`config.mk`:
```
export PLATFORM = sky130hd
export DESIGN_NAME = integrador_dupla_rampa_flat
export DESIGN_NICKNAME = d
export VERILOG_FILES = /design/src/rtl/integrador_dupla_rampa_if.sv /design/src/rtl/integrador_dupla_rampa.sv /design/src/flat_wrapper.sv
export SDC_FILE = /design/constraint.sdc
export NUM_CORES = 1
export LEC_CHECK = 0
export CAP_MARGIN = 20
export CORE_UTILIZATION = 57
export CTS_CLUSTER_SIZE = 30
export DETAILED_ROUTE_END_ITERATION = 6
export PLACE_DENSITY = 0.86
export SLEW_MARGIN = 5
export SYNTH_ARGS = -nofsm -noshare
export SYNTH_HDL_FRONTEND = slang
export SYNTH_SLANG_ARGS = --single-unit
```
`constraint.sdc`:
```
create_clock -name ck -period 7.51 [get_ports ck]
set_input_delay 0.751 -clock ck [delete_from_list [all_inputs] [get_ports ck]]
set_output_delay 0.751 -clock ck [all_outputs]
set_load 0.02 [all_outputs]
```
`src/rtl/integrador_dupla_rampa_if.sv`:
```
// Switch controls from the converter FSM and integrator observables.
// master drives the switches; slave is the integrator model.
interface integrador_dupla_rampa_if #(
  parameter int VM_W = 10,
  parameter int W    = 20
);
  logic            ch_zr;
  logic            ch_vm;
  logic            ch_ref;
  logic [VM_W-1:0] vm;
  logic            Vint_z;
  logic [W-1:0]    acc;
  logic            sat;
  logic            ovr;
  logic            err;

  modport master (
    output ch_zr, ch_vm, ch_ref, vm,
    input  Vint_z, acc, sat, ovr, err
  );

  modport slave (
    input  ch_zr, ch_vm, ch_ref, vm,
    output Vint_z, acc, sat, ovr, err
  );
endinterface

```
`src/rtl/integrador_dupla_rampa.sv`:
```
// Cycle model of the dual-slope front end: switches, integrator and
// zero-crossing comparator feeding the converter FSM.
module integrador_dupla_rampa #(
  parameter int VM_W = 10,
  parameter int VREF = 1000,
  parameter int W    = 20
) (
  input logic                      ck,
  input logic                      rst_s,
  integrador_dupla_rampa_if.slave  bus
);
  localparam logic [W-1:0] REF = W'(VREF);
  localparam logic [W-1:0] TOP = '1;

  typedef enum logic [2:0] {
    M_HOLD, M_ZERO, M_INTEG, M_DEINT, M_ILL
  } mode_t;

  mode_t           mode;
  logic [2:0]      sw;
  logic [VM_W-1:0] vm_s;
  logic [W-1:0]    vm_x;
  logic [W:0]      sum;
  logic [W-1:0]    acc_q, acc_d;
  logic            armed_q, armed_d;
  logic            pulse_q, pulse_d;
  logic            sat_q, sat_d;
  logic            ovr_q, ovr_d;
  logic            err_q, err_d;

  assign sw   = {bus.ch_zr, bus.ch_vm, bus.ch_ref};
  assign vm_s = bus.vm;
  assign vm_x = W'(vm_s);
  assign sum  = {1'b0, acc_q} + {1'b0, vm_x};

  always_comb begin
    unique case (sw)
      3'b000:  mode = M_HOLD;
      3'b100:  mode = M_ZERO;
      3'b010:  mode = M_INTEG;
      3'b001:  mode = M_DEINT;
      default: mode = M_ILL;
    endcase
  end

  always_comb begin
    acc_d   = acc_q;
    armed_d = armed_q;
    pulse_d = 1'b0;
    sat_d   = sat_q;
    ovr_d   = ovr_q;
    err_d   = err_q;
    unique case (1'b1)
      (mode == M_ZERO): begin
        acc_d   = '0;
        armed_d = 1'b0;
        sat_d   = 1'b0;
        ovr_d   = 1'b0;
      end
      (mode == M_INTEG): begin
        acc_d   = sum[W] ? TOP : sum[W-1:0];
        sat_d   = sat_q | sum[W];
        ovr_d   = ovr_q | (vm_x >= REF);
        armed_d = 1'b1;
      end
      (mode == M_DEINT): begin
        if (acc_q > REF) begin
          acc_d = acc_q - REF;
        end else begin
          // final step: one comparator pulse per armed phase
          acc_d   = '0;
          pulse_d = armed_q;
          armed_d = 1'b0;
        end
      end
      (mode == M_ILL): err_d = 1'b1;
      default: ;
    endcase
  end

  always_ff @(posedge ck) begin
    if (rst_s) begin
      acc_q   <= '0;
      armed_q <= 1'b0;
      pulse_q <= 1'b0;
      sat_q   <= 1'b0;
      ovr_q   <= 1'b0;
      err_q   <= 1'b0;
    end else begin
      acc_q   <= acc_d;
      armed_q <= armed_d;
      pulse_q <= pulse_d;
      sat_q   <= sat_d;
      ovr_q   <= ovr_d;
      err_q   <= err_d;
    end
  end

  assign bus.acc    = acc_q;
  assign bus.Vint_z = pulse_q;
  assign bus.sat    = sat_q;
  assign bus.ovr    = ovr_q;
  assign bus.err    = err_q;
endmodule

```
`src/flat_wrapper.sv`:
```
// flat-port wrapper written by rule: the top's interface ports become plain ports
module integrador_dupla_rampa_flat 
#(
  parameter int VM_W = 10,
  parameter int VREF = 1000,
  parameter int W    = 20
)
  (ck, rst_s, bus_ch_zr, bus_ch_vm, bus_ch_ref, bus_vm, bus_Vint_z, bus_acc, bus_sat, bus_ovr, bus_err);
  integrador_dupla_rampa_if #(.VM_W(VM_W), .W(W)) bus_i ();
  input logic ck;
  input logic rst_s;
  input wire logic [$bits(bus_i.ch_zr)-1:0] bus_ch_zr;
  input wire logic [$bits(bus_i.ch_vm)-1:0] bus_ch_vm;
  input wire logic [$bits(bus_i.ch_ref)-1:0] bus_ch_ref;
  input wire logic [$bits(bus_i.vm)-1:0] bus_vm;
  output wire logic [$bits(bus_i.Vint_z)-1:0] bus_Vint_z;
  output wire logic [$bits(bus_i.acc)-1:0] bus_acc;
  output wire logic [$bits(bus_i.sat)-1:0] bus_sat;
  output wire logic [$bits(bus_i.ovr)-1:0] bus_ovr;
  output wire logic [$bits(bus_i.err)-1:0] bus_err;
  assign bus_i.ch_zr = bus_ch_zr;
  assign bus_i.ch_vm = bus_ch_vm;
  assign bus_i.ch_ref = bus_ch_ref;
  assign bus_i.vm = bus_vm;
  assign bus_Vint_z = bus_i.Vint_z;
  assign bus_acc = bus_i.acc;
  assign bus_sat = bus_i.sat;
  assign bus_ovr = bus_i.ovr;
  assign bus_err = bus_i.err;
  integrador_dupla_rampa #(.VM_W(VM_W), .VREF(VREF), .W(W)) u_core (.ck(ck), .rst_s(rst_s), .bus(bus_i));
endmodule
```
# After elaboration in Yosys (flattened, before gate mapping)
# Cells that the tools add are included.
classes:
  bitwise: 3
  n_eq_ne: 8
  mux: 8
  n_addsub: 2
  magnitude_cmp: 2
  reduce_logical: 5
ops:
  columns: ["op", "n"]
  rows:
  - ["case mux 20 bit (3 select lines)", 1]
  - ["2-to-1 mux 20 bit", 2]
  - ["adder 20 x 10 -> 21 bit", 1]
  - ["> comparator 20 x 10 -> 1 bit (second input constant)", 1]
  - ["subtractor 20 x 10 -> 20 bit (second input constant)", 1]
  - ["case mux 3 bit (4 select lines)", 1]
  - [">= comparator 10 bit (second input constant)", 1]
  - ["== test 3 x 2 -> 1 bit (second input constant)", 3]
  - ["== test 3 x 1 -> 1 bit (second input constant)", 2]
  - ["== test 3 bit (second input constant)", 2]
  - ["case mux 1 bit (2 select lines)", 2]
  - ["zero test 3 bit", 1]
  - ["case mux 1 bit (3 select lines)", 1]
  - ["nonzero test 3 bit", 1]
  - ["OR reduction 3 bit", 1]
  - ["!= test 2 bit (second input constant)", 1]
  - ["OR 1 bit", 2]
  - ["AND reduction 2 bit", 1]
  - ["nonzero test 2 bit", 1]
  - ["2-to-1 mux 1 bit", 1]
  - ["NOT 1 bit", 1]
word_totals:
  elab_cells: 34
  output_inout_bits: 24
  register_bits: 25
  inputBits: 15

# Longest topological paths before layout
# Gate-level depths: netlist of the first run.
depth:
  word_depth: 5
  depth_mapped: 9
  ltp_nobuf: 8

# Worst setup path before layout of the first run
# OpenSTA, ideal clock, no wires.
synth_path:
  path_kind: "input port to flip-flop"
  from: "input port bus_vm[0]"
  to: "register u_core.acc_q[9] (netlist: u_core.bus.acc[9])"
  path_buffers: 1
  setup_slack_ps: 4507
  arrival_ps: 2870
  required_ps: 7377
  setup_time_ps: 133
  cell_stages: 9
  cell_sequence: "ha_1 fa_1 a21o_1 a221oi_1 nor2_1 o21a_1 clkbuf_1 a221oi_1 a31oi_1"
synth_via:
  elab_chain_cells: 3
synth_rtl:
  columns: ["item", "line", "text"]
  rows:
  - ["start, declared", "flat_wrapper.sv:15", "input wire logic [$bits(bus_i.vm)-1:0] bus_vm;"]
  - ["adder 20 x 10 -> 21 bit", "integrador_dupla_rampa.sv:34", "assign sum = {1'b0, acc_q} + {1'b0, vm_x};"]
  - ["2-to-1 mux 20 bit", "integrador_dupla_rampa.sv:61", "acc_d = sum[W] ? TOP : sum[W-1:0];"]
  - ["case mux 20 bit (3 select lines)", "integrador_dupla_rampa.sv:53", "unique case (1'b1)"]
  - ["end signal, assigned", "integrador_dupla_rampa.sv:83", "acc_q <= '0;"]
  - ["end signal, assigned", "integrador_dupla_rampa.sv:90", "acc_q <= acc_d;"]
  - ["end, declared", "integrador_dupla_rampa.sv:24", "logic [W-1:0] acc_q, acc_d;"]
# No other way between the ends.
# A chain may end at the register's enable or synchronous reset.

# Worst setup path in the final report of the first run
layout_path:
  from: "input port bus_vm[0]"
  to: "register u_core.acc_q[19] (netlist: u_core.bus.acc[19])"
# The elaborated chain is that of the path after synthesis.

==> results.py, run 1 <==
metrics = {
    "status": {
        "status": "finished, final reports clean",
    },
    "final_layout": {
        "n_fill_cell": 293,
        "multiInputGateArea_um2": 1460,
        "regArea_um2": 500,
        "final_layout_size_suffix_gt1_share_pct": 3.01,
        "fin_nets": 327,
        "finalNonFillerCells": 345,
        "synthToLayoutAreaGrowth_pct": 18.4,
        "antenna_cells": 0,
    },
    "sta": {
        "fin_ws_ns": 3.99,
        "relSlewSlack_pct": 32.9,
        "finalSetupTns_ns": 0,
        "fmax_mhz": 284,
        "post-route-min-period_ns": 3.52,
        "period_share_pct": 46.9,
        "worstMarginPinSlew_ns": 1.00,
        "drv_slew": 0,
        "finalSetupViolCount": 0,
        "final-hold-violation-count": 0,
        "rsz0062_at_grt": "no",
        "skew_ns": 0.00896,
        "holdWs_ns": 0.488,
    },
    "place": {
        "pre_cts_slack_ns": 3.72,
        "gp_congestion": 0.902,
        "hpwl_um": 4150,
        "place_inst": 341,
        "io_buffers": 38,
    },
    "setup_path": {
        "crit_path_end_kind": "flop",
        "crit_top_cell": "a221oi_1",
        "rr_startpoint": "u_core.bus.acc[10]",
        "path_max_fanout": 11,
        "max_stage_delay_ns": 0.66,
        "arrival_ns": 3.71,
        "r2r_slack_ns": 4.34,
        "slowest_stage": "a221oi_1",
        "cp.required_ns": 7.70,
        "path_cells": "clkdlybuf4s50_1 > ha_1 > fa_1 > a21o_1 > a221oi_1 > nor2_1 > o21a_1 > a221oi_1 > o22ai_1",
        "crit_path_start_kind": "input pin",
        "r2r_end": "u_core.bus.acc[19]",
        "worstRegToRegCells": 6,
        "worst-setup-path-type": "in -> reg",
    },
    "synth": {
        "post_synth_mux_area_share_pct": 0.963,
        "yosys.area_share.adder_pct": 7.58,
        "synthCells": 275,
        "yosysWarnings": 0,
        "synth_top_family_by_area": "compound AO/OA/AOI/OAI gates",
        "avgSynthCellArea_um2": 7.56,
        "yosys.area_share.simple_pct": 23.0,
        "synthFlopType": "dfxtp_1",
        "synthTopCellsByArea": "dfxtp_1, ha_1, a21oi_1",
        "async_reset_ff_share_pct": 0,
        "yosysSeqAreaShare_pct": 24.1,
        "synth_area_um2": 2080,
        "synth_edf_count": 0,
        "synth_nets": 302,
        "synthXorXnorAreaFrac_pct": 6.32,
        "synth_cell_types": 53,
        "synth_top_area_share_pct": 24.1,
        "synth_top_area_cell": "dfxtp_1",
        "synth_compound_area_share_pct": 32.3,
        "yosys_register_bits": 25,
    },
    "power": {
        "p_seq_share_pct": 43.4,
        "power_density_nw_per_um2": 145,
        "p_sw_w": 0.000133,
        "fin_total_pwr_w": 0.000357,
        "clockPowerShare_pct": 17.7,
        "ir_drop_mv": 0.0614,
        "p_int_w": 0.000224,
        "p_leak_nw": 0.911,
        "comb_power_share_pct": 38.9,
        "swShare_pct": 37.3,
    },
    "grt": {
        "grt_use_total_pct": 29.6,
        "grt_max_degree": 30,
        "overflow": 0,
        "grt_pass1_wl_um": 9550,
        "grt_antenna_before_repair": 0,
        "grt_pass1_vias": 2102,
    },
    "routing": {
        "ant_nets": 0,
        "drt_iter0_markers": 244,
        "drt-vias-per-instance": 6.71,
        "drtPass1Iterations": 5,
        "vias": 2314,
        "drt_wl_total_um": 5670,
        "routedWlPerCell_um": 16.4,
        "drc": 0,
    },
    "cts": {
        "clock_sinks": 25,
        "post_cts_buffers": 0,
        "cts_hold_buf": 0,
        "post_cts_resized": 0,
        "cts_made_buffers": 3,
        "htreeDepth": 1,
        "clk_latency_ns": 0.32,
        "clk_pin_slew_ns": 0.15,
        "clockBufferDepth": 2,
        "root_buffer": "clkbuf_4",
        "cts_tree": "yes",
    },
    "min_path": {
        "hold_path_depth": 2,
        "hold_end": "u_core.bus.Vint_z",
        "hp-start": "u_core.armed_q",
        "hold_path_class": "reg -> reg",
    },
    "floorplan": {
        "initial_core_util_pct": 60.9,
        "rows": 21,
        "die_h_um": 62.4,
        "coreArea_um2": 3420,
        "dieArea_um2": 3890,
        "fp.dieW_um": 62.4,
        "ios": 39,
    },
    "run": {
        "cap_violations": 0,
    },
}
## kinds of logic after synthesis
kind of cell / after synthesis
simple gates: 93
fa+ha+maj: 12
xor+xnor: 15
mux: 2
compound gates: 101
flops: 25
buf+inv: 27
## flip-flops by register name (all words and copies together), names as in the netlist
register and flops:
u_core.bus.acc 20, u_core.bus.sat 1, u_core.bus.ovr 1, u_core.bus.err 1, u_core.bus.Vint_z 1, u_core.armed_q 1
## cell type report
type	instances	area share [%]
clock buffer	3	0.915
inverter	9	1.37
timing repair buffer	38	15.5
sequential	25	20.3
multi-input combinational	223	59.3
clock inverter	1	0.305
tap	46	2.34
## power by group through the flow
stage / combinational [W] / clock, W / sequential, W
2_1_floorplan: 0.0000949 / 0 / 0.000159
3_3_place_gp: 0.000134 / 0 / 0.000157
3_5_place_dp: 0.000136 / 0 / 0.000157
4_1_cts: 0.000136 / 0.0000631 / 0.000154
5_1_grt: 0.000150 / 0.0000682 / 0.000156
6_report: 0.000139 / 0.0000633 / 0.000155
## cells in the final DEF, fill, tap and decap left out, types with 5 or more instances in the layout
cell type        synthesis  layout
a21o_1                   5       5
o211ai_1                 8       8
inv_1                    8       8
a21oi_1                 23      23
xnor2_1                  5       5
o21ai_0                 18      18
clkdlybuf4s50_1          0      38
nor2_1                  28      28
nand3_1                  9       9
a221oi_1                 7       7
a31oi_1                 10      10
nand3b_1                 6       6
dfxtp_1                 25      25
xor2_1                  10      10
nor3_1                  16      16
ha_1                    11      11
nand2_1                 14      14
## worst max-delay path by stage
| stage | from | end | slack, ns |
|---|---|---|---|
| 2_1_floorplan | bus_vm[0] | u_core.bus.acc[9] | 4.51 |
| 3_3_place_gp | bus_vm[0] | u_core.bus.acc[9] | 3.79 |
| 3_5_place_dp | bus_vm[0] | u_core.bus.acc[9] | 3.72 |
| 4_1_cts | bus_vm[0] | u_core.bus.acc[9] | 4.05 |
| 5_1_grt | bus_vm[0] | u_core.bus.acc[7] | 3.79 |
| 6_report | bus_vm[0] | u_core.bus.acc[19] | 3.99 |
## critical path: cells and delay by family
| kind | cells | cell delay [ns] |
|---|---|---|
| AO/OA/AOI/OAI | 5 | 1.67 |
| adder cells (fa/ha/maj) | 2 | 0.62 |
| buffers and inverters | 1 | 0.40 |
| AND/OR/NAND/NOR | 1 | 0.27 |
## stage by stage
stage                     util [%]  area [µm²]
after floorplan                  -        2080
after global routing          72.1        2460
after global placement        71.2        2430
after CTS                     72.1        2460
after detailed placement      71.2        2430
final                         72.1        2460
## synth_stat cells (all sizes together), types with 9 or more instances
library cell  number
nand2             14
o21ai             20
ha                11
xor2              10
a31oi             10
dfxtp             25
nor3              16
inv                9
clkbuf            14
nor2              28
a21oi             23
nand3              9
## layer usage
| layer | vias up | wire length (µm) | share of wire (%) | GRT usage (%) |
|---|---|---|---|---|
| met5 | - | 0 | 0 | 0 |
| met4 | 0 | 76 | 1.3 | 9.59 |
| met3 | 11 | 489 | 8.6 | 2.74 |
| met2 | 138 | 2640 | 47 | 49.0 |
| met1 | 1074 | 2460 | 43 | 40.2 |
| li1 | 1091 | - | - | - |
No activity file was read; power rests on OpenSTA's default activity.
==> run 2, diff against run 1 <==
CORE_UTILIZATION = 53   (was 57)
PLACE_DENSITY = 0.81   (was 0.86)
clock period = 3.28 ns   (was 7.51 ns; I/O delays follow)
==> results.py, run 2 (synthesized netlist as in run 1, its figures left out) <==
metrics = {
    "place": {
        "io_buffers": 38,
        "gp_congestion": 1.00,
        "pre_cts_slack_ns": 0.310,
        "placed_area_um2": 2490,
        "hpwl_um": 4350,
    },
    "setup_path": {
        "arrival_ns": 2.84,
        "path_max_fanout": 11,
        "crit_path_end_kind": "flop",
        "worst-setup-path-type": "in -> reg",
        "cp.required_ns": 3.43,
        "crit_start": "bus_vm[0]",
        "rr_startpoint": "u_core.bus.acc[0]",
        "crit_path_start_kind": "input pin",
    },
    "floorplan": {
        "die_h_um": 64.6,
        "ios": 39,
        "coreArea_um2": 3720,
        "initial_core_util_pct": 56.0,
        "fp.dieW_um": 64.6,
        "rows": 22,
        "dieArea_um2": 4180,
    },
    "status": {
        "status": "finished, final reports clean",
    },
    "cts": {
        "cts_hold_buf": 0,
        "post_cts_buffers": 0,
        "htreeDepth": 1,
        "cts_made_buffers": 3,
        "clock_sinks": 25,
        "clockBufferDepth": 2,
        "root_buffer": "clkbuf_8",
        "cts_tree": "yes",
        "clk_pin_slew_ns": 0.10,
        "post_cts_resized": 0,
        "clk_latency_ns": 0.28,
    },
    "routing": {
        "top_layer_used": "met4",
        "drt_iter0_markers": 230,
        "route.met2.wl_um": 2770,
        "drt_wl_total_um": 6040,
        "drt-vias-per-instance": 6.54,
        "wl_met1_um": 2730,
        "ant_nets": 0,
        "wl_met3_um": 375,
        "drc": 0,
        "vias": 2314,
        "drtPass1Iterations": 5,
        "routedWlPerCell_um": 17.1,
    },
    "final_layout": {
        "fin_nets": 334,
        "final_cell_area_um2": 2530,
        "layout_commonest_cell": "clkdlybuf4s50_1",
        "synthToLayoutAreaGrowth_pct": 21.7,
        "layout_common_cells": "clkdlybuf4s50_1, nor2_1, dfxtp_1",
        "antenna_cells": 0,
        "n_fill_cell": 325,
        "final_layout_size_suffix_gt1_share_pct": 4.90,
        "largest_reg_flops": 20,
    },
    "power": {
        "clockPowerShare_pct": 22.3,
        "p_leak_nw": 0.952,
        "swShare_pct": 36.3,
        "p_sw_w": 0.000319,
        "comb_power_share_pct": 38.1,
        "ir_drop_mv": 0.294,
        "p_seq_share_pct": 39.6,
        "power_density_nw_per_um2": 347,
        "fin_total_pwr_w": 0.000878,
        "p_int_w": 0.000559,
    },
    "sta": {
        "rsz0062_at_grt": "no",
        "post-route-min-period_ns": 2.69,
        "fmax_mhz": 372,
        "final-hold-violation-count": 0,
        "finalSetupTns_ns": 0,
        "period_share_pct": 81.9,
        "drv_slew": 0,
        "fin_ws_ns": 0.593,
        "holdWs_ns": 0.486,
        "worstMarginPinSlew_ns": 0.879,
        "finalSetupViolCount": 0,
        "relSlewSlack_pct": 40.8,
        "skew_ns": 0.00751,
    },
    "min_path": {
        "hold_path_class": "reg -> reg",
        "hp-start": "u_core.bus.err",
    },
    "grt": {
        "overflow": 0,
        "grt_max_degree": 18,
        "grt_pass1_wl_um": 9870,
        "grt_antenna_before_repair": 0,
        "grt_use_total_pct": 30.5,
        "grt_pass1_vias": 2089,
    },
    "run": {
        "cap_violations": 0,
    },
}
## run 2: cell count changes in the layout (fill, tap and decap cells not counted)
| cell | before | now |
|---|---|---|
| buf_4 | 0 | 7 |
| clkbuf_8 | 0 | 3 |
| clkinvlp_4 | 1 | 0 |
| clkbuf_1 | 0 | 1 |
| clkbuf_4 | 3 | 0 |
## run 2: power by group through the flow
stage	Combinational, W	Clock, W	Sequential [W]
global route	0.000363	0.000206	0.000351
detailed placement	0.000328	0	0.000353
global placement	0.000325	0	0.000353
CTS	0.000330	0.000195	0.000346
floorplan	0.000217	0	0.000364
finish	0.000335	0.000196	0.000348
## run 2: worst paths after layout
path                                          end  slack [ns]  cells after the start
worst max-delay path            u_core.bus.acc[9]        0.59                      9
worst max register to register  u_core.bus.acc[9]        0.68                      8
worst min-delay path               u_core.bus.err        0.49                      2
worst min register to register     u_core.bus.err        0.49                      2
## run 2: cell type report
cell class | instances | area [µm²] | share of cell area (%)
multi-input combinational | 223 | 1460 | 57.6
sequential | 25 | 500 | 19.8
timing repair buffer | 45 | 433 | 17.1
tap | 48 | 60.1 | 2.37
clock buffer | 4 | 45.0 | 1.78
inverter | 9 | 33.8 | 1.33
## run 2: worst max-delay path: stages
cell and delay (ns):
clkdlybuf4s50_1 0.41, ha_1 0.22, fa_1 0.41, a21o_1 0.21, a221oi_1 0.32, nor2_1 0.18
o21a_1 0.37, a221oi_1 0.28, a31oi_1 0.11
## run 2: through the flow
step                      utilization [%]  cells
after floorplan                         -    275
after global placement               66.9    350
after detailed placement             66.9    350
after CTS                            68.1    354
after global routing                 68.1    354
final                                68.1    354
## run 2: routing by layer
metal | vias up | track usage, %
met2 | 102 | 49.1
met4 | 0 | 11.9
met5 | - | 0
met3 | 16 | 4.75
li1 | 1118 | -
met1 | 1078 | 40.5
==> run 3, diff against run 2 <==
CORE_UTILIZATION = 48   (was 53)
PLACE_DENSITY = 0.77   (was 0.81)
clock period = 2.4 ns   (was 3.28 ns; I/O delays follow)
==> results.py, run 3 (synthesized netlist as in run 1, its figures left out) <==
metrics = {
    "status": {
        "violations": "negative setup slack",
        "status": "complete, but fails checks",
    },
    "routing": {
        "vias": 2530,
        "drc": 0,
        "drt_iter0_markers": 273,
        "drt-vias-per-instance": 6.41,
        "wl_met1_um": 2980,
        "drtPass1Iterations": 5,
        "drt_wl_total_um": 6840,
        "top_layer_used": "met4",
        "wl_met3_um": 575,
        "route.met2.wl_um": 3200,
        "ant_nets": 0,
        "routedWlPerCell_um": 17.3,
    },
    "setup_path": {
        "slowest_stage": "or4_4",
        "max_stage_delay_ns": 0.54,
        "cp.depth": 7,
        "crit_family": "simple AND/OR/NAND/NOR gates",
        "path_max_fanout": 8,
        "r2r_slack_ns": -0.02,
        "cp.required_ns": 2.56,
        "crit_path_start_kind": "flop",
        "worst-setup-path-type": "reg -> reg",
        "crit_start": "u_core.bus.acc[17]",
        "worstRegToRegCells": 7,
        "rr_startpoint": "u_core.bus.acc[17]",
        "path_cells": "or4_4 > or4_4 > o21ai_4 > buf_12 > o21ai_1 > a221oi_2 > o22ai_1",
        "crit_top_cell": "or4_4",
        "r2r_end": "u_core.bus.acc[19]",
        "crit_path_end_kind": "flop",
        "arrival_ns": 2.58,
        "crit_buf_inv": 1,
    },
    "sta": {
        "period_share_pct": 101,
        "relSlewSlack_pct": 24.0,
        "finalSetupTns_ns": -0.0182,
        "final-hold-violation-count": 0,
        "fin_ws_ns": -0.0182,
        "skew_ns": 0.00573,
        "worstMarginPinSlew_ns": 1.13,
        "post-route-min-period_ns": 2.42,
        "rsz0062_at_grt": "yes",
        "holdWs_ns": 0.480,
        "fmax_mhz": 414,
        "drv_slew": 0,
        "finalSetupViolCount": 1,
    },
    "power": {
        "p_seq_share_pct": 34.7,
        "comb_power_share_pct": 45.0,
        "power_density_nw_per_um2": 448,
        "swShare_pct": 36.4,
        "ir_drop_mv": 0.251,
        "p_sw_w": 0.000479,
        "clockPowerShare_pct": 20.3,
        "p_leak_nw": 1.17,
        "p_int_w": 0.000838,
    },
    "floorplan": {
        "initial_core_util_pct": 50.9,
        "dieArea_um2": 4600,
        "coreArea_um2": 4090,
        "ios": 39,
        "fp.dieW_um": 67.8,
        "rows": 23,
        "die_h_um": 67.8,
    },
    "final_layout": {
        "synthToLayoutAreaGrowth_pct": 41.5,
        "fin_nets": 373,
        "layout_common_cells": "buf_4, clkdlybuf4s50_1, nor2_1",
        "final_layout_size_suffix_gt1_share_pct": 20.9,
        "final_cell_area_um2": 2940,
        "layout_commonest_cell": "buf_4",
        "n_fill_cell": 346,
        "largest_reg_flops": 20,
        "layout.core_utilization_pct": 72.0,
        "antenna_cells": 0,
    },
    "cts": {
        "clk_pin_slew_ns": 0.10,
        "root_buffer": "clkbuf_8",
        "cts_made_buffers": 3,
        "cts_tree": "yes",
        "clock_sinks": 25,
        "clk_latency_ns": 0.28,
        "clockBufferDepth": 2,
        "htreeDepth": 1,
    },
    "grt": {
        "grt_max_degree": 20,
        "grt_use_total_pct": 30.4,
        "grt_pass1_vias": 2212,
        "grt_pass1_wl_um": 10600,
        "overflow": 0,
        "grt_antenna_before_repair": 0,
    },
    "place": {
        "placed_area_um2": 2800,
        "gp_congestion": 0.987,
        "hpwl_um": 5040,
        "io_buffers": 38,
    },
    "run": {
        "cap_violations": 0,
    },
    "min_path": {
        "hp-start": "u_core.armed_q",
        "hold_path_depth": 2,
        "hold_path_class": "reg -> reg",
        "hold_end": "u_core.bus.Vint_z",
    },
}
[run 3: changes by cell type in the layout (fill, tap and decap cells not counted), moves of 3 or more]
cell      before  now
a221oi_1       7    2
a221oi_2       1    5
buf_4          7   42
buf_6          0    3
dfxtp_1       25   22
dfxtp_2        0    3
[run 3: cell type report]
class / count / area (µm²) / area share (%)
multi-input combinational: 223 / 1550 / 52.6
timing repair buffer: 84 / 749 / 25.5
tap: 50 / 62.6 / 2.13
sequential: 25 / 504 / 17.1
inverter: 9 / 33.8 / 1.15
clock buffer: 4 / 45.0 / 1.53
[run 3: worst max path at each step]
| stage | end |
|---|---|
| global placement | u_core.bus.acc[9] |
| finish | u_core.bus.acc[19] |
| CTS | u_core.bus.acc[19] |
| global route | u_core.bus.acc[19] |
| floorplan | u_core.bus.acc[19] |
| detailed placement | u_core.bus.acc[9] |
[run 3: power groups by stage]
stage / Clock, W / Combinational, W / Sequential [W]
2_1_floorplan: 0 / 0.000302 / 0.000497
3_3_place_gp: 0 / 0.000525 / 0.000464
3_5_place_dp: 0 / 0.000538 / 0.000465
4_1_cts: 0.000273 / 0.000544 / 0.000455
5_1_grt: 0.000286 / 0.000641 / 0.000460
6_report: 0.000267 / 0.000593 / 0.000457
[run 3: repair_timing]
| item | in CTS | in global routing |
|---|---|---|
| cloned | 0 | 0 |
| pin swaps | 1 | 13 |
| setup endpoints to repair | 4 | 15 |
| resized for setup | 2 | 19 |
| hold buffers | 0 | 0 |
| setup buffers | 0 | 3 |
[run 3: worst reg2reg max path: cells and delay by family (launching register included)]
| kind | cells | cell delay (ns) |
|---|---|---|
| and+or+nand+nor | 2 | 1.07 |
| AOI/OAI and AO/OA | 4 | 0.74 |
| DFF | 1 | 0.33 |
| buffers and inverters | 1 | 0.15 |
[run 3: per-layer routing]
layer  vias up  track usage, %
met2       136            48.5
met4         0            10.7
met1      1201            42.1
li1       1185               -
met3         8            3.33
met5         -               0
[run 3: stage by stage]
step | total power, W | setup slack [ns] | std cells
after floorplan | 0.000799 | 0.00350 | 275
after CTS | 0.00127 | 0.0222 | 392
final | 0.00132 | -0.0182 | 395
after global placement | 0.000989 | -0.258 | 388
after detailed placement | 0.00100 | -0.335 | 388
after global routing | 0.00139 | -0.0719 | 395
